File: src/rtl/led_scan_pkg.sv
`default_nettype none
// ============================================================================
// led_scan_pkg : shared constants and types for the LED scan capture block
// Revision 1.0 - initial release
// ============================================================================
package led_scan_pkg;

    localparam int ROWS    = 16;
    localparam int COLS    = 16;
    localparam int ROW_MSB = 35;
    localparam int ROW_LSB = 32;
    localparam int GRN_MSB = 31;
    localparam int RED_MSB = 15;

    typedef logic [ROWS-1:0][COLS-1:0] pixel_frame_t;

    typedef enum logic [0:0] {
        HUNT = 1'b0,
        FILL = 1'b1
    } scan_state_t;

    // The bus carries column 0 in the field MSB; pixel rows index column 0 at bit 0.
    function automatic logic [COLS-1:0] col_order(input logic [COLS-1:0] field);
        logic [COLS-1:0] res;
        for (int c = 0; c < COLS; c++) begin
            res[c] = field[COLS-1-c];
        end
        return res;
    endfunction

endpackage
`default_nettype wire

File: src/rtl/led_scan_capture_sampler.sv
`default_nettype none
// ============================================================================
// gpio_row_sampler : synchronizes the scan bus and emits one latch per row visit
// Revision 1.0 - initial release
// ============================================================================
module gpio_row_sampler
    import led_scan_pkg::*;
#(
    parameter int SETTLE = 2
) (
    input  logic        CLK,
    input  logic        RST,
    input  logic [35:0] GPIO_1,
    output logic        latch_evt,
    output logic [3:0]  latch_row,
    output logic [15:0] latch_grn,
    output logic [15:0] latch_red
);

    localparam int             CW         = (SETTLE < 2) ? 1 : $clog2(SETTLE + 1);
    localparam logic [CW-1:0]  SETTLE_CNT = CW'(SETTLE);

    logic [35:0]   s1;
    logic [35:0]   s2;
    logic [35:0]   prev;
    logic [CW-1:0] cnt;
    logic          latched;
    logic          stable;
    logic          row_change;

    assign stable     = (s2 == prev);
    assign row_change = (s2[ROW_MSB:ROW_LSB] != prev[ROW_MSB:ROW_LSB]);

    // The bus must still be stable on the latch edge itself, so a row held for
    // fewer than SETTLE+2 cycles is never captured.
    assign latch_evt  = (cnt == SETTLE_CNT) && !latched && stable;

    assign latch_row  = prev[ROW_MSB:ROW_LSB];
    assign latch_grn  = col_order(prev[GRN_MSB:GRN_MSB-15]);
    assign latch_red  = col_order(prev[RED_MSB:0]);

    always_ff @(posedge CLK) begin
        if (RST) begin
            s1      <= '0;
            s2      <= '0;
            prev    <= '0;
            cnt     <= '0;
            latched <= 1'b0;
        end else begin
            s1   <= GPIO_1;
            s2   <= s1;
            prev <= s2;

            if (stable) begin
                if (cnt != SETTLE_CNT) begin
                    cnt <= cnt + CW'(1);
                end
            end else begin
                cnt <= '0;
            end

            if (row_change) begin
                latched <= 1'b0;
            end else if (latch_evt) begin
                latched <= 1'b1;
            end
        end
    end

endmodule
`default_nettype wire

File: src/rtl/led_scan_capture.sv
`default_nettype none
// ============================================================================
// led_scan_capture : rebuilds the 16x16 red/green frame from the scanned bus
// Revision 1.0 - initial release
// ============================================================================
module led_scan_capture
    import led_scan_pkg::*;
#(
    parameter int SETTLE = 2
) (
    input  logic                CLK,
    input  logic                RST,
    input  logic [35:0]         GPIO_1,
    output logic [15:0][15:0]   RedPixels,
    output logic [15:0][15:0]   GrnPixels,
    output logic                FrameValid,
    output logic                FrameStrobe,
    output logic                SeqError,
    output logic [7:0]          FrameCount
);

    logic         latch_evt;
    logic [3:0]   latch_row;
    logic [15:0]  latch_grn;
    logic [15:0]  latch_red;

    scan_state_t  state;
    logic [3:0]   expected;
    pixel_frame_t work_red;
    pixel_frame_t work_grn;
    pixel_frame_t red_commit;
    pixel_frame_t grn_commit;

    gpio_row_sampler #(
        .SETTLE    (SETTLE)
    ) u_sampler (
        .CLK       (CLK),
        .RST       (RST),
        .GPIO_1    (GPIO_1),
        .latch_evt (latch_evt),
        .latch_row (latch_row),
        .latch_grn (latch_grn),
        .latch_red (latch_red)
    );

    // Row 15 is committed on the same edge it arrives, so it bypasses the buffer.
    always_comb begin
        red_commit         = work_red;
        grn_commit         = work_grn;
        red_commit[ROWS-1] = latch_red;
        grn_commit[ROWS-1] = latch_grn;
    end

    always_ff @(posedge CLK) begin
        if (RST) begin
            state       <= HUNT;
            expected    <= 4'd0;
            work_red    <= '0;
            work_grn    <= '0;
            RedPixels   <= '0;
            GrnPixels   <= '0;
            FrameValid  <= 1'b0;
            FrameStrobe <= 1'b0;
            SeqError    <= 1'b0;
            FrameCount  <= 8'd0;
        end else begin
            FrameStrobe <= 1'b0;
            SeqError    <= 1'b0;
            if (latch_evt) begin
                case (state)
                    HUNT: begin
                        if (latch_row == 4'd0) begin
                            work_red[0] <= latch_red;
                            work_grn[0] <= latch_grn;
                            expected    <= 4'd1;
                            state       <= FILL;
                        end
                    end
                    FILL: begin
                        if (latch_row == expected) begin
                            work_red[latch_row] <= latch_red;
                            work_grn[latch_row] <= latch_grn;
                            if (latch_row == 4'(ROWS - 1)) begin
                                RedPixels   <= red_commit;
                                GrnPixels   <= grn_commit;
                                FrameStrobe <= 1'b1;
                                FrameValid  <= 1'b1;
                                FrameCount  <= FrameCount + 8'd1;
                                state       <= HUNT;
                            end else begin
                                expected <= expected + 4'd1;
                            end
                        end else begin
                            SeqError <= 1'b1;
                            if (latch_row == 4'd0) begin
                                work_red[0] <= latch_red;
                                work_grn[0] <= latch_grn;
                                expected    <= 4'd1;
                            end else begin
                                state <= HUNT;
                            end
                        end
                    end
                    default: state <= HUNT;
                endcase
            end
        end
    end

endmodule
`default_nettype wire

File: config.mk
export PLATFORM = sky130hd
export DESIGN_NAME = led_scan_capture
export DESIGN_NICKNAME = d
export VERILOG_FILES = /design/src/rtl/led_scan_pkg.sv /design/src/rtl/led_scan_capture_sampler.sv /design/src/rtl/led_scan_capture.sv
export SDC_FILE = /design/constraint.sdc
export NUM_CORES = 2
export LEC_CHECK = 0
export ABC_AREA = 0
export BUFFER_PORTS_ARGS = -buffer_cell sky130_fd_sc_hd__buf_2
export CAP_MARGIN = 0
export CORE_MARGIN = 8
export CORE_UTILIZATION = 40
export DETAILED_ROUTE_END_ITERATION = 12
export GPL_TIMING_DRIVEN = 0
export PLACE_DENSITY = 0.6
export SLEW_MARGIN = 25
export SYNTH_ARGS = -nofsm -noshare
export SYNTH_HDL_FRONTEND = slang
export SYNTH_SLANG_ARGS = --single-unit
File: constraint.sdc
create_clock -name CLK -period 3.97 [get_ports CLK]
set_input_delay 0.397 -clock CLK [delete_from_list [all_inputs] [get_ports CLK]]
set_output_delay 0.397 -clock CLK [all_outputs]
set_load 0.05 [all_outputs]
[After elaboration in Yosys (flattened, before gate mapping)]
Cells that the tools add are included.
W data, S select, Z words.
Word-level totals
  memories kept: 0
  bits in registers: 1151
  input bits: 38
  bits in latches: 0
  bits in writable memories: 0
  bits in read-only memories: 0
  output and inout port bits: 523
  word-level logic and storage cells: 123
Operators by class
  equal/unequal tests: 7
  divide/modulo/power cells: 0
  $mul: 0
  shifts and indexed selects: 0
  reductions and logical operators: 12
  $add $sub $neg: 3
  bitwise logic cells: 4
  $lt $le $gt $ge: 2
  multiplexer cells: 20
Operators by type and width (number)
  $bwmux W256: 2
  $mux W16: 5
  $demux W16 S4: 1
  $pmux W16 S2: 2
  $eq A36 B36 Y1: 1
  $mux W4: 3
  $add A8 B1 Y8 const B: 1
  $pmux W4 S2: 1
  $lt A4 B5 Y1 const B: 1
  $mux W1: 5
  $add A4 B1 Y4 const B: 1
  $eq A4 B4 Y1: 1
  $eq A4 B4 Y1 const B: 1
  $ge A4 B1 Y1 const B: 1
  $logic_not A4 Y1: 1
  $ne A4 B4 Y1: 1
  $not A1 Y1: 4
  $reduce_and A4 Y1: 1
  $reduce_or A2 Y1: 2
  $reduce_or A4 Y1: 1
  $logic_and A1 B1 Y1: 3
  $ne A3 B3 Y1 const B: 1
  $reduce_and A3 Y1: 1
  $reduce_or A3 Y1: 1
  other kinds (6): 6

[Logic depth before layout (Yosys ltp)]
  word-level depth: 7
  gate-level depth with buffers: 11

[Modules after synthesis]
From an unflattened synthesis, not the netlist that was laid out.
Unflattened totals
  cell total of the unflattened synthesis: 4789
  area total of the unflattened synthesis: 38461.9 um^2
Modules (own cells, without submodules)
  led_scan_capture: area each 35032.3 um^2, cells an instance 4497, seq. area each 20179.4 um^2, times used 1
  gpio_row_sampler: area each 3429.5 um^2, cells an instance 292, seq. area each 2222.1 um^2, times used 1

[Worst setup path before layout]
OpenSTA, ideal clock, no wires.
  path kind: reg2reg
  start: register u_sampler.prev[5]
  end: register GrnPixels[0] in the netlist's numbering
  setup time: 132 ps
  stages on the path, launching flop included: 12
  path slack: 1447 ps
  arrival time: 2391 ps
  cells stage by stage: dfxtp_1 clkbuf_1 xnor2_1 nand4_1 or2_2 or4_1 clkbuf_1 buf_6 clkbuf_1 clkbuf_1 nand2_1 a21oi_1
On the way
  cells in the longest elaborated chain, start to end: 3
RTL lines
  start, declared: line led_scan_capture_sampler.sv:25  | logic [35:0] prev;
  start signal, assigned: line led_scan_capture_sampler.sv:46  | prev <= '0;
  start signal, assigned: line led_scan_capture_sampler.sv:52  | prev <= s2;
  $eq A36 B36 Y1: line led_scan_capture_sampler.sv:31  | assign stable = (s2 == prev);
  $logic_and A1 B1 Y1: line led_scan_capture_sampler.sv:36  | assign latch_evt = (cnt == SETTLE_CNT) && !latched && stable;
  $reduce_and A4 Y1 (no source line)
  end signal, assigned: line led_scan_capture.sv:85  | GrnPixels <= grn_commit;
  end, declared: line led_scan_capture.sv:15  | output logic [15:0][15:0] GrnPixels,
Every way passes these cells.
A chain may end at the register's enable or synchronous reset.

[Worst setup path in the final report]
  start: register u_sampler.prev[30]
  end: register GrnPixels[99] in the netlist's numbering
The elaborated chain is that of the path after synthesis.

==> results by group <==
Timing
  – Slew margin rel.: 23.4%
  – Min Hold Slack: 380 ps
  – Slew Viols, Final: 0
  – Fmax: 263 MHz
  – Setup violators final: 0
  – Final critical-path required period: 3800 ps
  – Final period utilization: 95.7%
  – Final hold vios: 0
  – Clock Skews: 28.8 ps
  – RSZ-0062 raised after global routing: false
  – Setup TNS: 0 ps
  – Worst slew pin tran: 1150 ps

Worst setup path
  – Critical-path maximum fanout: 19
  – CP Capture Type: flop
  – Worst R2R Path Depth: 10
  – Buf/Inv on CP: 4
  – Family with the most delay on the worst path: simple AND/OR/NAND/NOR gates
  – Crit path depth: 10
  – CP cell instances: xnor2_1 -> nand4_1 -> or2_2 -> or4_1 -> clkbuf_1 -> buf_6 -> clkbuf_1 -> buf_2 -> nand2_1 -> a21oi_1
  – Worst path most repeated cell: clkbuf_1
  – Critical Path RT: 4540 ps
  – Arrival time worst endpoint: 4370 ps
  – Critical path class: reg2reg
  – Critical path startpoint category: flop
  – Critical path's largest stage delay: 720 ps
  – CP max-delay cell: dfxtp_1

Place
  – Final GP Congestion: 0.857
  – # placed instances: 6622
  – DPL Wire Length: 105000 um
  – PortBufs: 559

Outcome
  – Status: complete, no violations

Synthesis
  – Total number of yosys warnings: 0
  – Most common library cells after synthesis: 1938 x nand2_1, 1119 x dfxtp_1, 967 x a21oi_1
  – Synth top area cells: dfxtp_1 58%, nand2_1 19%, a21oi_1 12%
  – Net Count, Synth: 4827
  – Ys async rst share: 0%
  – Synthesized cell area: 38800 sq um
  – Cell count after synthesis: 4786
  – Seq/Total Area, Yosys: 57.8%
  – Ys flop type: dfxtp_1
  – Flops & latches, synth: 1119
  – Top cell type's share of synthesized area: 57.8%
  – Largest area contributor in the netlist: dfxtp_1
  – Unique masters post-synth: 39
  – Post-synth EDFFs: 0
  – Synthesized area per cell: 8.10 sq um
  – Most common cell in the netlist: nand2_1

Power and ir drop
  – Comb pwr share: 2.4%
  – Power Density: 483 nW/um^2
  – Maximum VDD drop: 0.320 mV
  – Sw Pwr: 5.11 mW
  – Sequential Power Share: 49.3%
  – Leakage: 18.0 nW
  – Clock network fraction of total power: 48.3%
  – Int Power: 17.8 mW
  – Pwr Total: 22.9 mW
  – Switch share: 22.3%

Detailed routing
  – Routed len/inst: 21.1 um
  – Antenna viol nets, final: 0
  – Vias: 34700
  – DRC Markers: 0
  – Initial DRC Count: 2649
  – Drt pass-1 iters: 5
  – Total wire length: 145000 um
  – Via density: 5.05

Worst hold path
  – HP Class: in2reg
  – Min-Delay Path Depth: 3

Cells and area
  – Core Util, Final: 49.3%
  – Layout Area Growth over Synthesis: 22.6%
  – Fin cells: 6866
  – Nets: 5534
  – Layout cell share with drive strength beyond 1: 16.5%
  – ANT cells: 0

Clocking
  – CTS tree: done
  – Worst-path clk slew: 60 ps
  – Root buf cell: clkbuf_16
  – CTS Buf Count: 114
  – Max Root-Sink Buffers: 3
  – H-tree depth: 3
  – Sink Count: 1119
  – Worst skew pair latency: 700 ps

GRT
  – First-pass GRT wire length: 211000 um
  – Grt ovf: 0
  – Initial antenna violation count: 6
  – Vias in the first global route: 32900
  – Tot GR Track Use: 25.7%
  – Largest net degree at the start of global routing: 20

Floorplanning
  – Core ar.: 96400 sq um
  – # IOs: 561
  – DIE WIDTH: 327 um
  – Die Ht: 327 um
  – Initial Util: 40.2%
  – Die area: 107000 sq um
  – FP Rows: 114

Run
  – Max-cap viol count: 0
-- worst paths after layout --
path                      startpoint                to  slack [ps]
hold / removal                   RST     FrameCount[5]         380
setup reg to reg  u_sampler.prev[30]     GrnPixels[99]         170
setup / recovery  u_sampler.prev[30]     GrnPixels[99]         170
hold reg to reg     u_sampler.s1[28]  u_sampler.s2[28]         440
-- timing repair --
action / 4_1_cts / 5_1_grt
buffers inserted: 4 / 8
hold endpoints to repair: 36 / 0
hold buffers: 36 / 0
pin swaps: 2 / 4
endpoints found under the setup margin: 578 / 363
gates resized for setup: 4 / 11
cloned: 0 / 0
-- through the flow --
stage	setup WS [ps]	area (sq um)
5_1_grt	2.64	47500
4_1_cts	14.7	47500
6_report	171	47500
2_1_floorplan	1450	38800
3_3_place_gp	-1380	43200
3_5_place_dp	-460	43200
-- power by group through the flow --
stage          logic (mW)  registers, mW  clock network, mW
2_1_floorplan       0.302           11.5                  0
3_3_place_gp        0.540           11.5                  0
3_5_place_dp        0.541           11.5                  0
4_1_cts             0.552           11.3               11.2
5_1_grt             0.582           11.3               11.7
6_report            0.550           11.3               11.1
-- worst register-to-register path: stages, from the launching register on --
cell and delay, ps:
dfxtp_1 720, xnor2_1 280, nand4_1 320, or2_2 430, or4_1 530, clkbuf_1 200
buf_6 250, clkbuf_1 420, buf_2 350, nand2_1 100, a21oi_1 60
-- cells in the final DEF, fill, tap and decap left out, drive strengths merged, types with 5 or more instances in the layout --
master,synthesis,routed
a21oi,967,967
and3,5,5
and4,7,7
buf,114,686
bufinv,0,8
clkbuf,305,458
clkinv,0,30
dfxtp,1119,1119
dlygate4sd3,0,36
inv,4,7
mux2i,35,35
nand2,1938,1938
nand4,21,21
nor2,49,49
nor2b,114,114
nor4,20,20
nor4b,5,5
or4,14,14
xnor2,17,17
xor2,25,25
-- routing by layer --
layer	vias to the layer above	routed length, um	GRT usage, %
met4	2	5330	9.79
met5	-	12	0
met2	1100	67000	41.9
li1	16800	-	-
met1	16600	62600	33.7
met3	237	9960	4.87
-- flip-flops by register name, summed over array words and instances (netlist names), 8 cells and up --
signal and flops:
FrameCount 8, GrnPixels 256, RedPixels 256, grn_commit 240
red_commit 240, u_sampler.prev 36, u_sampler.s1 36, u_sampler.s2 36
-- cell type report --
cell class,instances,area [sq um]
fill,9601,48900
sequential,1119,22400
multi-input combinational,3244,14700
clock buffer,170,3380
timing repair buffer,608,3260
buffer,402,1690
tap,1276,1600
clock inverter,43,527
inverter,4,15.0
-- kinds of logic after synthesis --
kind of cell,synth area share [%]
muxes,0.932
buffers and inverters,4.49
AOI/OAI and AO/OA,12.7
and+or+nand+nor,23.1
DFF,57.8
adders and majority gates,0.0968
xor gates and xnor gates,0.948
Note: power is estimated with default switching activity, not from simulation.
